--- config.mk ---
export PLATFORM = sky130hd
export DESIGN_NAME = imm_gen_stage_flat
export DESIGN_NICKNAME = d
export VERILOG_FILES = /design/src/rtl/imm_gen_stage_if.sv /design/src/rtl/imm_gen_stage.sv /design/src/flat_wrapper.sv
export SDC_FILE = /design/constraint.sdc
export NUM_CORES = 1
export LEC_CHECK = 0
export CAP_MARGIN = 40
export CORE_ASPECT_RATIO = 0.8
export CORE_MARGIN = 10
export CORE_UTILIZATION = 51
export CTS_BUF_LIST = sky130_fd_sc_hd__clkbuf_8
export DETAILED_ROUTE_END_ITERATION = 8
export PLACE_DENSITY = 0.95
export SETUP_SLACK_MARGIN = 0.05
export SYNTH_ARGS = -nofsm -noshare
export SYNTH_HDL_FRONTEND = slang
export SYNTH_SLANG_ARGS = --single-unit
--- constraint.sdc ---
create_clock -name CLK -period 4.4 [get_ports CLK]
set_input_delay 0.88 -clock CLK [delete_from_list [all_inputs] [get_ports CLK]]
set_output_delay 0.88 -clock CLK [all_outputs]
set_load 0.05 [all_outputs]
--- src/rtl/imm_gen_stage_if.sv ---
// rtl/imm_gen_stage_if.sv - handshake and decode bundle of the immediate-generation stage
interface imm_gen_stage_if #(
   parameter int XLEN = 32
);
   logic            IN_VALID;
   logic            IN_READY;
   logic [31:0]     INSTR;
   logic            FLUSH;
   logic            OUT_VALID;
   logic            OUT_READY;
   logic [31:0]     OUT_INSTR;
   logic [XLEN-1:0] OUT_IMM;
   logic [2:0]      OUT_IMM_TYPE;
   logic            OUT_ILLEGAL;

   modport master (
      output IN_VALID, INSTR, FLUSH, OUT_READY,
      input  IN_READY, OUT_VALID, OUT_INSTR, OUT_IMM, OUT_IMM_TYPE, OUT_ILLEGAL
   );

   modport slave (
      input  IN_VALID, INSTR, FLUSH, OUT_READY,
      output IN_READY, OUT_VALID, OUT_INSTR, OUT_IMM, OUT_IMM_TYPE, OUT_ILLEGAL
   );
endinterface

--- src/rtl/imm_gen_stage.sv ---
// rtl/imm_gen_stage.sv - single registered stage decoding the RV32 immediate and format
module imm_gen_stage #(
   parameter int XLEN       = 32,
   parameter int ENABLE_CSR = 1
) (
   input logic           CLK,
   input logic           RST,
   imm_gen_stage_if.slave bus
);
   localparam logic [2:0] TYPE_R   = 3'd0;
   localparam logic [2:0] TYPE_I   = 3'd1;
   localparam logic [2:0] TYPE_S   = 3'd2;
   localparam logic [2:0] TYPE_B   = 3'd3;
   localparam logic [2:0] TYPE_U   = 3'd4;
   localparam logic [2:0] TYPE_J   = 3'd5;
   localparam logic [2:0] TYPE_CSR = 3'd6;

   logic [XLEN-1:0] dec_imm;
   logic [2:0]      dec_type;
   logic            dec_illegal;

   logic            valid_q, valid_d;
   logic [31:0]     instr_q, instr_d;
   logic [XLEN-1:0] imm_q, imm_d;
   logic [2:0]      type_q, type_d;
   logic            illegal_q, illegal_d;

   logic            in_ready;
   logic            accept;

   always_comb begin
      dec_imm     = '0;
      dec_type    = TYPE_R;
      dec_illegal = 1'b0;
      if (bus.INSTR[1:0] != 2'b11) begin
         dec_illegal = 1'b1;
      end else begin
         case (bus.INSTR[6:2])
            5'b01100: dec_type = TYPE_R;
            5'b00000, 5'b00100, 5'b11001, 5'b00011: begin
               dec_type = TYPE_I;
               dec_imm  = XLEN'($signed(bus.INSTR[31:20]));
            end
            5'b01000: begin
               dec_type = TYPE_S;
               dec_imm  = XLEN'($signed({bus.INSTR[31:25], bus.INSTR[11:7]}));
            end
            5'b11000: begin
               dec_type = TYPE_B;
               dec_imm  = XLEN'($signed({bus.INSTR[31], bus.INSTR[7], bus.INSTR[30:25],
                                         bus.INSTR[11:8], 1'b0}));
            end
            5'b01101, 5'b00101: begin
               dec_type = TYPE_U;
               dec_imm  = XLEN'($signed({bus.INSTR[31:12], 12'h000}));
            end
            5'b11011: begin
               dec_type = TYPE_J;
               dec_imm  = XLEN'($signed({bus.INSTR[31], bus.INSTR[19:12], bus.INSTR[20],
                                         bus.INSTR[30:21], 1'b0}));
            end
            5'b11100: begin
               // Only the immediate CSR forms (funct3[2] set) carry zimm in rs1.
               if (ENABLE_CSR == 1 && bus.INSTR[14]) begin
                  dec_type = TYPE_CSR;
                  dec_imm  = XLEN'(bus.INSTR[19:15]);
               end else begin
                  dec_type = TYPE_I;
                  dec_imm  = XLEN'($signed(bus.INSTR[31:20]));
               end
            end
            default: dec_illegal = 1'b1;
         endcase
      end
   end

   assign in_ready = ~RST & (~valid_q | bus.OUT_READY | bus.FLUSH);
   assign accept   = bus.IN_VALID & in_ready & ~bus.FLUSH;

   always_comb begin
      valid_d   = valid_q;
      instr_d   = instr_q;
      imm_d     = imm_q;
      type_d    = type_q;
      illegal_d = illegal_q;
      if (bus.FLUSH) begin
         valid_d = 1'b0;
      end else if (accept) begin
         valid_d   = 1'b1;
         instr_d   = bus.INSTR;
         imm_d     = dec_imm;
         type_d    = dec_type;
         illegal_d = dec_illegal;
      end else if (bus.OUT_READY) begin
         valid_d = 1'b0;
      end
   end

   // Reset contents describe a decoded NOP so downstream sees a benign bundle.
   always_ff @(posedge CLK or posedge RST) begin
      if (RST) begin
         valid_q   <= 1'b0;
         instr_q   <= 32'h0000_0013;
         imm_q     <= '0;
         type_q    <= TYPE_I;
         illegal_q <= 1'b0;
      end else begin
         valid_q   <= valid_d;
         instr_q   <= instr_d;
         imm_q     <= imm_d;
         type_q    <= type_d;
         illegal_q <= illegal_d;
      end
   end

   assign bus.IN_READY     = in_ready;
   assign bus.OUT_VALID    = valid_q;
   assign bus.OUT_INSTR    = instr_q;
   assign bus.OUT_IMM      = imm_q;
   assign bus.OUT_IMM_TYPE = type_q;
   assign bus.OUT_ILLEGAL  = illegal_q;
endmodule
--- src/flat_wrapper.sv ---
// flat-port wrapper written by rule: the top's interface ports become plain ports
module imm_gen_stage_flat 
#(
   parameter int XLEN       = 32,
   parameter int ENABLE_CSR = 1
)
  (CLK, RST, bus_IN_VALID, bus_INSTR, bus_FLUSH, bus_OUT_READY, bus_IN_READY, bus_OUT_VALID, bus_OUT_INSTR, bus_OUT_IMM, bus_OUT_IMM_TYPE, bus_OUT_ILLEGAL);
  imm_gen_stage_if #(.XLEN(XLEN)) bus_i ();
  input logic CLK;
  input logic RST;
  input wire logic [$bits(bus_i.IN_VALID)-1:0] bus_IN_VALID;
  input wire logic [$bits(bus_i.INSTR)-1:0] bus_INSTR;
  input wire logic [$bits(bus_i.FLUSH)-1:0] bus_FLUSH;
  input wire logic [$bits(bus_i.OUT_READY)-1:0] bus_OUT_READY;
  output wire logic [$bits(bus_i.IN_READY)-1:0] bus_IN_READY;
  output wire logic [$bits(bus_i.OUT_VALID)-1:0] bus_OUT_VALID;
  output wire logic [$bits(bus_i.OUT_INSTR)-1:0] bus_OUT_INSTR;
  output wire logic [$bits(bus_i.OUT_IMM)-1:0] bus_OUT_IMM;
  output wire logic [$bits(bus_i.OUT_IMM_TYPE)-1:0] bus_OUT_IMM_TYPE;
  output wire logic [$bits(bus_i.OUT_ILLEGAL)-1:0] bus_OUT_ILLEGAL;
  assign bus_i.IN_VALID = bus_IN_VALID;
  assign bus_i.INSTR = bus_INSTR;
  assign bus_i.FLUSH = bus_FLUSH;
  assign bus_i.OUT_READY = bus_OUT_READY;
  assign bus_IN_READY = bus_i.IN_READY;
  assign bus_OUT_VALID = bus_i.OUT_VALID;
  assign bus_OUT_INSTR = bus_i.OUT_INSTR;
  assign bus_OUT_IMM = bus_i.OUT_IMM;
  assign bus_OUT_IMM_TYPE = bus_i.OUT_IMM_TYPE;
  assign bus_OUT_ILLEGAL = bus_i.OUT_ILLEGAL;
  imm_gen_stage #(.XLEN(XLEN), .ENABLE_CSR(ENABLE_CSR)) u_core (.CLK(CLK), .RST(RST), .bus(bus_i));
endmodule
* Word-level counts from Yosys, hierarchy flattened *
Index checks and enable logic that the tools add are counted.

storage, ports and cells
  flip-flop bits (word level) = 69
  output and inout port bits = 70
  logic and storage cells = 41

operators by class
  eq/ne operators = 11
  mux-type cells = 11
  bitwise gates (word level) = 8
  reduce and logical (&&, ||, !) cells = 6

operators by type and width
  kind                number
  $pmux 32 s6         1
  $mux 32             2
  $eq 5x5->1 const B  4
  $pmux 3 s6          1
  $eq 5x4->1 const B  3
  $reduce_or 11->1    1
  $eq 5x3->1 const B  2
  $mux 3              2
  $eq 5x2->1 const B  1
  $logic_not 5->1     1
  $mux 1              5
  $reduce_or 4->1     1
  $and 1x1->1         3
  $not 1->1           3
  $reduce_bool 3->1   1
  $ne 2x2->1 const B  1
  $or 1x1->1          2
  $reduce_and 2->1    1
  $reduce_or 2->1     1

* Longest topological paths before layout *
Gate-level depths: netlist of run 1.

  depth in word-level cells = 8
  mapped depth = 8
  mapped depth without buffers = 5

* Worst setup path before layout of run 1 *
Ideal clock, no wire load.

  kind = input -> output
  start = input port bus_OUT_READY
  end = output port bus_IN_READY
  data arrival time = 1.686 ns
  data required time = 3.520 ns
  path slack = 1.834 ns
  stages = 3
  buffers on the path = 0
  cell sequence = nand2b_1 -> nor2_1 -> nor2_1

between the ends
  word-level cells in the longest chain between the ends = 3

RTL lines
  what                     RTL line             text
  from (decl)              flat_wrapper.sv:14   input wire logic [$bits(bus_i.OUT_READY)-1:0] bus_OUT_READY;
  $or 1x1->1 (2 in a row)  imm_gen_stage.sv:77  assign in_ready = ~RST & (~valid_q | bus.OUT_READY | bus.FLUSH);
  $and 1x1->1              imm_gen_stage.sv:77
  to (decl)                flat_wrapper.sv:15   output wire logic [$bits(bus_i.IN_READY)-1:0] bus_IN_READY;

Every way passes these cells.

* Final worst setup path of run 1 *
Same ends and word-level chain as after synthesis.

==> impl_metrics.ini, run 1 <==
[final_layout]
antenna_cells = 0
synthToLayoutAreaGrowth_pct = 40.9
fin_nets = 430
final_util_pct = 75.4
drive_gt1_share_pct = 20.4
design_area_um2 = 4530
mostFrequentLayoutCells = clkdlybuf4s50_1 (106), dfrtp_1 (65), nand2_1 (42), a21oi_1 (28), mux2_2 (28)
mostFrequentLayoutCell = clkdlybuf4s50_1

[worst_setup_path]
cp_slowest_stage_delay_ps = 810
startpoint_type = input pin
reg2regPathDepth = 5
worstPathArrival_ps = 2480
path_class = in2out
r2r-start = u_core.bus.OUT_VALID$_DFFE_PP0P_
crit_cells = 5
cp_num_buf_inv = 2
cp-end-kind = output port
path_cells = clkdlybuf4s50_1 > nand2b_1 > nor2_1 > nor2_1 > clkdlybuf4s50_1
critical_path_required_ps = 3520
cp_top_family = buffers and inverters
critical_path.max_fanout = 3
cp-startpoint = bus_OUT_READY
crit_slowest_cell = clkdlybuf4s50_1

[yosys]
yosys.area.top_type = dfrtp_1
avgSynthCellArea_um2 = 11.1
ys_seq_area_share_pct = 53.9
ys.flop_type = dfrtp_1
synth_top_area_share_pct = 50.6
syn_area_um2 = 3220
synthArstFlopShare_pct = 100
synth-seq-cells = 69
synthCells = 290
synth_edf_count = 0
ys_types = 46
ys_warn_count = 0
syn-num-nets = 327
synthTopCellsByArea = dfrtp_1 (51%), mux2_2 (9.8%), nand2_1 (4.9%)

[floorplanning]
rows = 25
die_w_um = 109
core_region_area_um2 = 6010
die-area_um2 = 9900
floorplan.initialDensity_pct = 53.5
ioPinCount = 107
die-height_um = 91.0

[global_routing]
grt_pass1_vias = 2902
antenna_found_initial = 0
grt_max_degree = 43
grt_usage_pct = 18.2
overflow = 0
grt_pass1_wl_um = 14600

[min_path]
hp-class = reg2reg
min_path_cells = 2
hold_start = u_core.bus.OUT_IMM[14]$_DFFE_PP0P_

[job]
cap_viol_max_count = 0

[power]
p_leak_nw = 1.86
p_total_mw = 1.84
p_per_area_nw_per_um2 = 405
ir_worst_vdd_mv = 0.247

[sta]
hold_viol = 0
setup_viol = 0
fin_crit_sh_pct = 76.3
fmax_mhz = 298
rsz0062_at_grt = false
finClkSkew_ps = 6.87
finalCriticalPeriod_ps = 3360
max_slew_margin_pct = 44.2
setup_tns_ps = 0
holdWs_ps = 481
slew_viol_final = 0
tightest_slew_ps = 831

[drt]
drc_errors = 0
wirelength_um = 9240
wire_per_inst_um = 19.3
drt_iter0_drc = 127
vias = 2770
ant_nets = 0
first_pass_iters = 4
viasPerCell = 5.78

[placement]
place_area_um2 = 4330
dpl.hpwl_um = 6900
gp_congestion = 0.867
io_buffers = 106

[clocking]
clock_latency_ps = 340
clk_pin_slew_ps = 70
hold_buffers = 0
cts_resized = 0
cts_buffer_depth = 2
clock_sink_count = 69
postCtsSetupRepairBufs = 0
cts_made_buffers = 9
cts_tree = yes
htreeDepth = 3
root_buffer = clkbuf_8

[run_status]
status = complete, no violations
==> worst paths after layout <==
kind	endpoint	slack, ps
max	bus_IN_READY	1040
min	u_core.bus.OUT_IMM[14]$_DFFE_PP0P_	480
max reg2reg	u_core.bus.OUT_IMM[31]$_DFFE_PP0P_	2260
min reg2reg	u_core.bus.OUT_IMM[14]$_DFFE_PP0P_	480
max in group asynchronous	u_core.bus.OUT_VALID$_DFFE_PP0P_	2890
min in group asynchronous	u_core.bus.OUT_INSTR[5]$_DFFE_PP0P_	870
==> cell usage after synthesis (2+ instances only) <==
cell type and count:
mux2_2 28, o31ai_1 2, a22o_1 2, nand2_1 42
o21ai_0 19, inv_1 5, nor2b_1 2, nor2_1 10
a21oi_1 28, o2bb2ai_1 2, nand3_1 4, a22oi_2 3
and3b_1 3, o211ai_1 2, buf_4 3, clkbuf_1 12
a32o_1 6, dfrtp_1 65, o21ai_2 17, dfstp_2 4
a31oi_1 2, a222oi_1 3, buf_6 2, nand2b_1 2
==> state kept, by name, indices dropped and copies added, names as in the netlist <==
register,count
u_core.bus.OUT_ILLEGAL,1
u_core.bus.OUT_VALID,1
u_core.bus.OUT_IMM,32
u_core.bus.OUT_INSTR,32
u_core.bus.OUT_IMM_TYPE,3
==> cell type report <==
class	instances	area [um2]
tap	81	101
clock inverter	6	62.6
sequential	69	1730
fill	442	1480
timing repair buffer	111	1110
inverter	5	18.8
clock buffer	10	138
multi-input combinational	197	1370
==> layer usage <==
layer  GRT usage [%]  wire (um)
met1            21.9       3730
met2            29.2       4360
met3            6.85        962
met4            6.25        189
met5               0          0
==> through the flow <==
step	setup slack (ps)	std cells
CTS	1020	479
global route	945	479
floorplan	1790	290
finish	1040	479
detailed placement	1030	463
global placement	1080	462
==> tightest hold or removal path: cells and delay by family, from the launching register on <==
family | cells | cell delay [ps]
compound gates | 1 | 50
simple gates | 1 | 60
flops | 1 | 340
==> logic make-up (layout without fill, tap and decap cells) <==
group | count (synthesis) | after routing | synth area share [%]
buf+inv | 24 | 132 | 4.01
simple gates | 74 | 74 | 11.4
mux | 28 | 28 | 9.81
flops | 69 | 69 | 53.9
compound gates | 95 | 95 | 21.0
==> power by group <==
part           switching (mW)  internal, mW  leakage, nW
Combinational           0.372         0.207        0.871
Clock                   0.242         0.276        0.100
Sequential             0.0331         0.705        0.886
Note: power is estimated with default switching activity, not from simulation.
==> run 2: changes to the inputs <==
--- a/config.mk
+++ b/config.mk
@@ -8,10 +8,10 @@
 export CAP_MARGIN = 40
 export CORE_ASPECT_RATIO = 0.8
 export CORE_MARGIN = 10
-export CORE_UTILIZATION = 51
+export CORE_UTILIZATION = 47
 export CTS_BUF_LIST = sky130_fd_sc_hd__clkbuf_8
 export DETAILED_ROUTE_END_ITERATION = 8
-export PLACE_DENSITY = 0.95
+export PLACE_DENSITY = 0.91
 export SETUP_SLACK_MARGIN = 0.05
 export SYNTH_ARGS = -nofsm -noshare
 export SYNTH_HDL_FRONTEND = slang
==> constraint.sdc (replaced) <==
create_clock -name CLK -period 3.1 [get_ports CLK]
set_input_delay 0.62 -clock CLK [delete_from_list [all_inputs] [get_ports CLK]]
set_output_delay 0.62 -clock CLK [all_outputs]
set_load 0.05 [all_outputs]
==> impl_metrics.ini, run 2 (synthesis results as in run 1) <==
[sta]
fin_ws_ps = 641
max_slew_margin_pct = 55.8
setup_tns_ps = 0
finClkSkew_ps = 2.62
setup_viol = 0
hold_viol = 0
holdWs_ps = 487
rsz0062_at_grt = false
finalCriticalPeriod_ps = 2460
slew_viol_final = 0
fin_crit_sh_pct = 79.3
tightest_slew_ps = 662
fmax_mhz = 407

[global_routing]
grt_pass1_wl_um = 15600
grt_max_degree = 43
antenna_found_initial = 0
grt_pass1_vias = 2918
grt_usage_pct = 18.1
overflow = 0

[drt]
ant_nets = 0
wl_met1_um = 3900
drc_errors = 0
first_pass_iters = 4
wire_per_inst_um = 19.7
wl_met2_um = 4560
route.met3.wl_um = 1030
vias = 2752
wirelength_um = 9580
drt_iter0_drc = 213
routed.top_layer = met4
viasPerCell = 5.65

[clocking]
clock_sink_count = 69
cts_tree = yes
root_buffer = clkbuf_8
cts_made_buffers = 9
clk_pin_slew_ps = 70
hold_buffers = 0
cts_resized = 0
postCtsSetupRepairBufs = 0
clock_latency_ps = 340
htreeDepth = 3
cts_buffer_depth = 2

[placement]
io_buffers = 106
place_area_um2 = 4380
dpl.cell_count = 472
dp_slack_ps = 289
gp_congestion = 0.881
dpl.hpwl_um = 7170

[final_layout]
drive_gt1_share_pct = 21.8
antenna_cells = 0
fin_nets = 436
final_cells = 487
mostFrequentLayoutCell = clkdlybuf4s50_1
mostFrequentLayoutCells = clkdlybuf4s50_1 (105), dfrtp_1 (65), nand2_1 (42), a21oi_1 (28), mux2_2 (28)
design_area_um2 = 4580
synthToLayoutAreaGrowth_pct = 42.3
final_util_pct = 70.3

[floorplanning]
floorplan.initialDensity_pct = 49.4
ioPinCount = 107
die_w_um = 112
core_region_area_um2 = 6510
rows = 26
die-height_um = 94.0
die-area_um2 = 10600

[worst_setup_path]
worstPathArrival_ps = 2710
critical_path_required_ps = 3350
critical_path.max_fanout = 27
startpoint_type = input pin
path_class = in2reg
cp-startpoint = bus_INSTR[2]
r2r-start = u_core.bus.OUT_VALID$_DFFE_PP0P_
cp-end-kind = flop

[min_path]
hold_start = u_core.bus.OUT_IMM[26]$_DFFE_PP0P_
hp-class = reg2reg

[power]
p_total_mw = 2.62
p_leak_nw = 1.89
p_per_area_nw_per_um2 = 572
ir_worst_vdd_mv = 0.383

[run_status]
status = complete, no violations

[job]
cap_viol_max_count = 0
## run 2: power by group
part	leakage [nW]	total (mW)	internal [mW]	switching [mW]
registers	0.886	1.05	1.00	0.0495
logic	0.901	0.827	0.297	0.529
clock network	0.101	0.740	0.408	0.332
## run 2: critical path, stage by stage
cell and delay [ps]:
clkdlybuf4s50_1 790, o21ba_2 240, a311oi_2 300, a21oi_2 100, nand2b_4 350, o31ai_1 310
## run 2: area by class of cell
class                   count  area (um2)
clock buffers              11         151
flip-flops and latches     69        1730
repair buffers            117        1150
well taps                  84         105
clock inverters             4        47.5
inverters                   5        18.8
multi-input cells         197        1370
fillers                   474        1930
## run 2: per-layer routing
layer	vias up	global-route usage (%)
met4	0	3.16
met1	1332	21.3
met5	-	0
met2	140	29.6
li1	1271	-
met3	9	8.94
## run 2: worst paths after layout
check                                                          to  slack, ps  cells after the start
hold / removal                 u_core.bus.OUT_IMM[26]$_DFFE_PP0P_        490                      2
setup reg to reg               u_core.bus.OUT_IMM[31]$_DFFE_PP0P_       1220                      5
min in group asynchronous    u_core.bus.OUT_INSTR[29]$_DFFE_PP0P_        750                      2
setup / recovery               u_core.bus.OUT_IMM[31]$_DFFE_PP0P_        640                      6
max in group asynchronous  u_core.bus.OUT_IMM_TYPE[0]$_DFFE_PP1P_       1630                      3
hold reg to reg                u_core.bus.OUT_IMM[26]$_DFFE_PP0P_        490                      2
==> run 3: changes to the inputs <==
--- a/config.mk
+++ b/config.mk
@@ -8,10 +8,10 @@
 export CAP_MARGIN = 40
 export CORE_ASPECT_RATIO = 0.8
 export CORE_MARGIN = 10
-export CORE_UTILIZATION = 47
+export CORE_UTILIZATION = 43
 export CTS_BUF_LIST = sky130_fd_sc_hd__clkbuf_8
 export DETAILED_ROUTE_END_ITERATION = 8
-export PLACE_DENSITY = 0.91
+export PLACE_DENSITY = 0.88
 export SETUP_SLACK_MARGIN = 0.05
 export SYNTH_ARGS = -nofsm -noshare
 export SYNTH_HDL_FRONTEND = slang
==> constraint.sdc (replaced) <==
create_clock -name CLK -period 2.2 [get_ports CLK]
set_input_delay 0.44 -clock CLK [delete_from_list [all_inputs] [get_ports CLK]]
set_output_delay 0.44 -clock CLK [all_outputs]
set_load 0.05 [all_outputs]
==> impl_metrics.ini, run 3 (synthesis results as in run 1) <==
[run_status]
status = complete, no violations

[clocking]
root_buffer = clkbuf_8
postCtsSetupRepairBufs = 0
htreeDepth = 3
cts_made_buffers = 9
cts_resized = 0
cts_tree = yes
hold_buffers = 0
clock_sink_count = 69
clock_latency_ps = 330
cts_buffer_depth = 2
clk_pin_slew_ps = 70

[drt]
wirelength_um = 9660
viasPerCell = 5.49
drt_iter0_drc = 208
first_pass_iters = 7
vias = 2849
wire_per_inst_um = 18.6
drc_errors = 0
ant_nets = 0

[global_routing]
grt_usage_pct = 16.9
grt_max_degree = 50
grt_pass1_wl_um = 15500
grt_pass1_vias = 2992
overflow = 0
antenna_found_initial = 0

[sta]
finalCriticalPeriod_ps = 2100
setup_tns_ps = 0
setup_viol = 0
hold_viol = 0
holdWs_ps = 405
slew_viol_final = 0
tightest_slew_ps = 557
fin_crit_sh_pct = 95.5
finClkSkew_ps = 2.82
rsz0062_at_grt = false
fin_ws_ps = 99.7
fmax_mhz = 476
max_slew_margin_pct = 62.7

[placement]
io_buffers = 106
gp_congestion = 0.900
dpl.hpwl_um = 7470
dp_slack_ps = -247
dpl.cell_count = 503

[final_layout]
synthToLayoutAreaGrowth_pct = 50.2
antenna_cells = 0
mostFrequentLayoutCells = clkdlybuf4s50_1 (102), dfrtp_1 (65), nand2_1 (42), buf_4 (33)
drive_gt1_share_pct = 27.3
fin_nets = 461
mostFrequentLayoutCell = clkdlybuf4s50_1
final_cells = 519

[floorplanning]
core_region_area_um2 = 7320
floorplan.initialDensity_pct = 43.9
die-height_um = 97.3
rows = 28
die-area_um2 = 11400
die_w_um = 117
ioPinCount = 107

[power]
p_leak_nw = 2.05
ir_worst_vdd_mv = 0.492
p_total_mw = 3.72
p_per_area_nw_per_um2 = 770

[job]
cap_viol_max_count = 0

[worst_setup_path]
startpoint_type = flop
cp-end-kind = output port
cp_top_family = buffers and inverters
crit_slowest_cell = clkdlybuf4s50_1
cp_slowest_stage_delay_ps = 800
critical_path.max_fanout = 2
worstPathArrival_ps = 1660
path_class = reg2out
cp_num_buf_inv = 1
critical_path_required_ps = 1760
path_cells = clkdlybuf4s50_1

[min_path]
hp-class = in2async
[run 3: cell count changes in the layout (fill, tap and decap cells not counted), moves of 2 or more]
cell	delta
buf_4	+22
clkdlybuf4s50_1	-3
buf_12	+4
dlymetal6s2s_1	+2
[run 3: power breakdown]
group / switching (mW) / internal (mW) / total (mW)
Sequential: 0.0691 / 1.41 / 1.48
Clock: 0.482 / 0.552 / 1.03
Combinational: 0.757 / 0.450 / 1.21
Total: 1.31 / 2.41 / 3.72
[run 3: worst paths after layout]
path	start	endpoint	slack (ps)	depth (start not counted)
worst max-delay path	u_core.bus.OUT_INSTR[4]$_DFFE_PP1P_	bus_OUT_INSTR[4]	100	1
worst min-delay path	RST	u_core.bus.OUT_INSTR[26]$_DFFE_PP0P_	410	2
worst max register to register	u_core.bus.OUT_VALID$_DFFE_PP0P_	u_core.bus.OUT_IMM[24]$_DFFE_PP0P_	670	6
worst min register to register	u_core.bus.OUT_IMM[21]$_DFFE_PP0P_	u_core.bus.OUT_IMM[21]$_DFFE_PP0P_	480	2
max in group asynchronous	RST	u_core.bus.OUT_IMM_TYPE[0]$_DFFE_PP1P_	1280	3
min in group CLK	u_core.bus.OUT_IMM[21]$_DFFE_PP0P_	u_core.bus.OUT_IMM[21]$_DFFE_PP0P_	480	2
[run 3: final cells by class]
| class | instances | area, um2 |
|---|---|---|
| fillers | 575 | 2490 |
| flip-flops and latches | 69 | 1730 |
| repair buffers | 142 | 1390 |
| multi-input cells | 197 | 1370 |
| clock buffers | 10 | 138 |
| well taps | 90 | 113 |
| clock inverters | 6 | 61.3 |
| inverters | 5 | 22.5 |
[run 3: per-layer routing]
metal | wire [um] | up-vias | GRT usage (%)
li1 | - | 1305 | -
met1 | 4020 | 1407 | 20.3
met2 | 4610 | 131 | 27.0
met3 | 985 | 6 | 7.84
met4 | 56 | 0 | 3.61
met5 | 0 | - | 0
[run 3: per-stage QoR]
step	instance area (um2)	utilization, %
CTS	4820	65.9
global placement	4620	63.1
detailed placement	4620	63.1
floorplan	3220	-
global route	4830	66.0
finish	4830	66.0
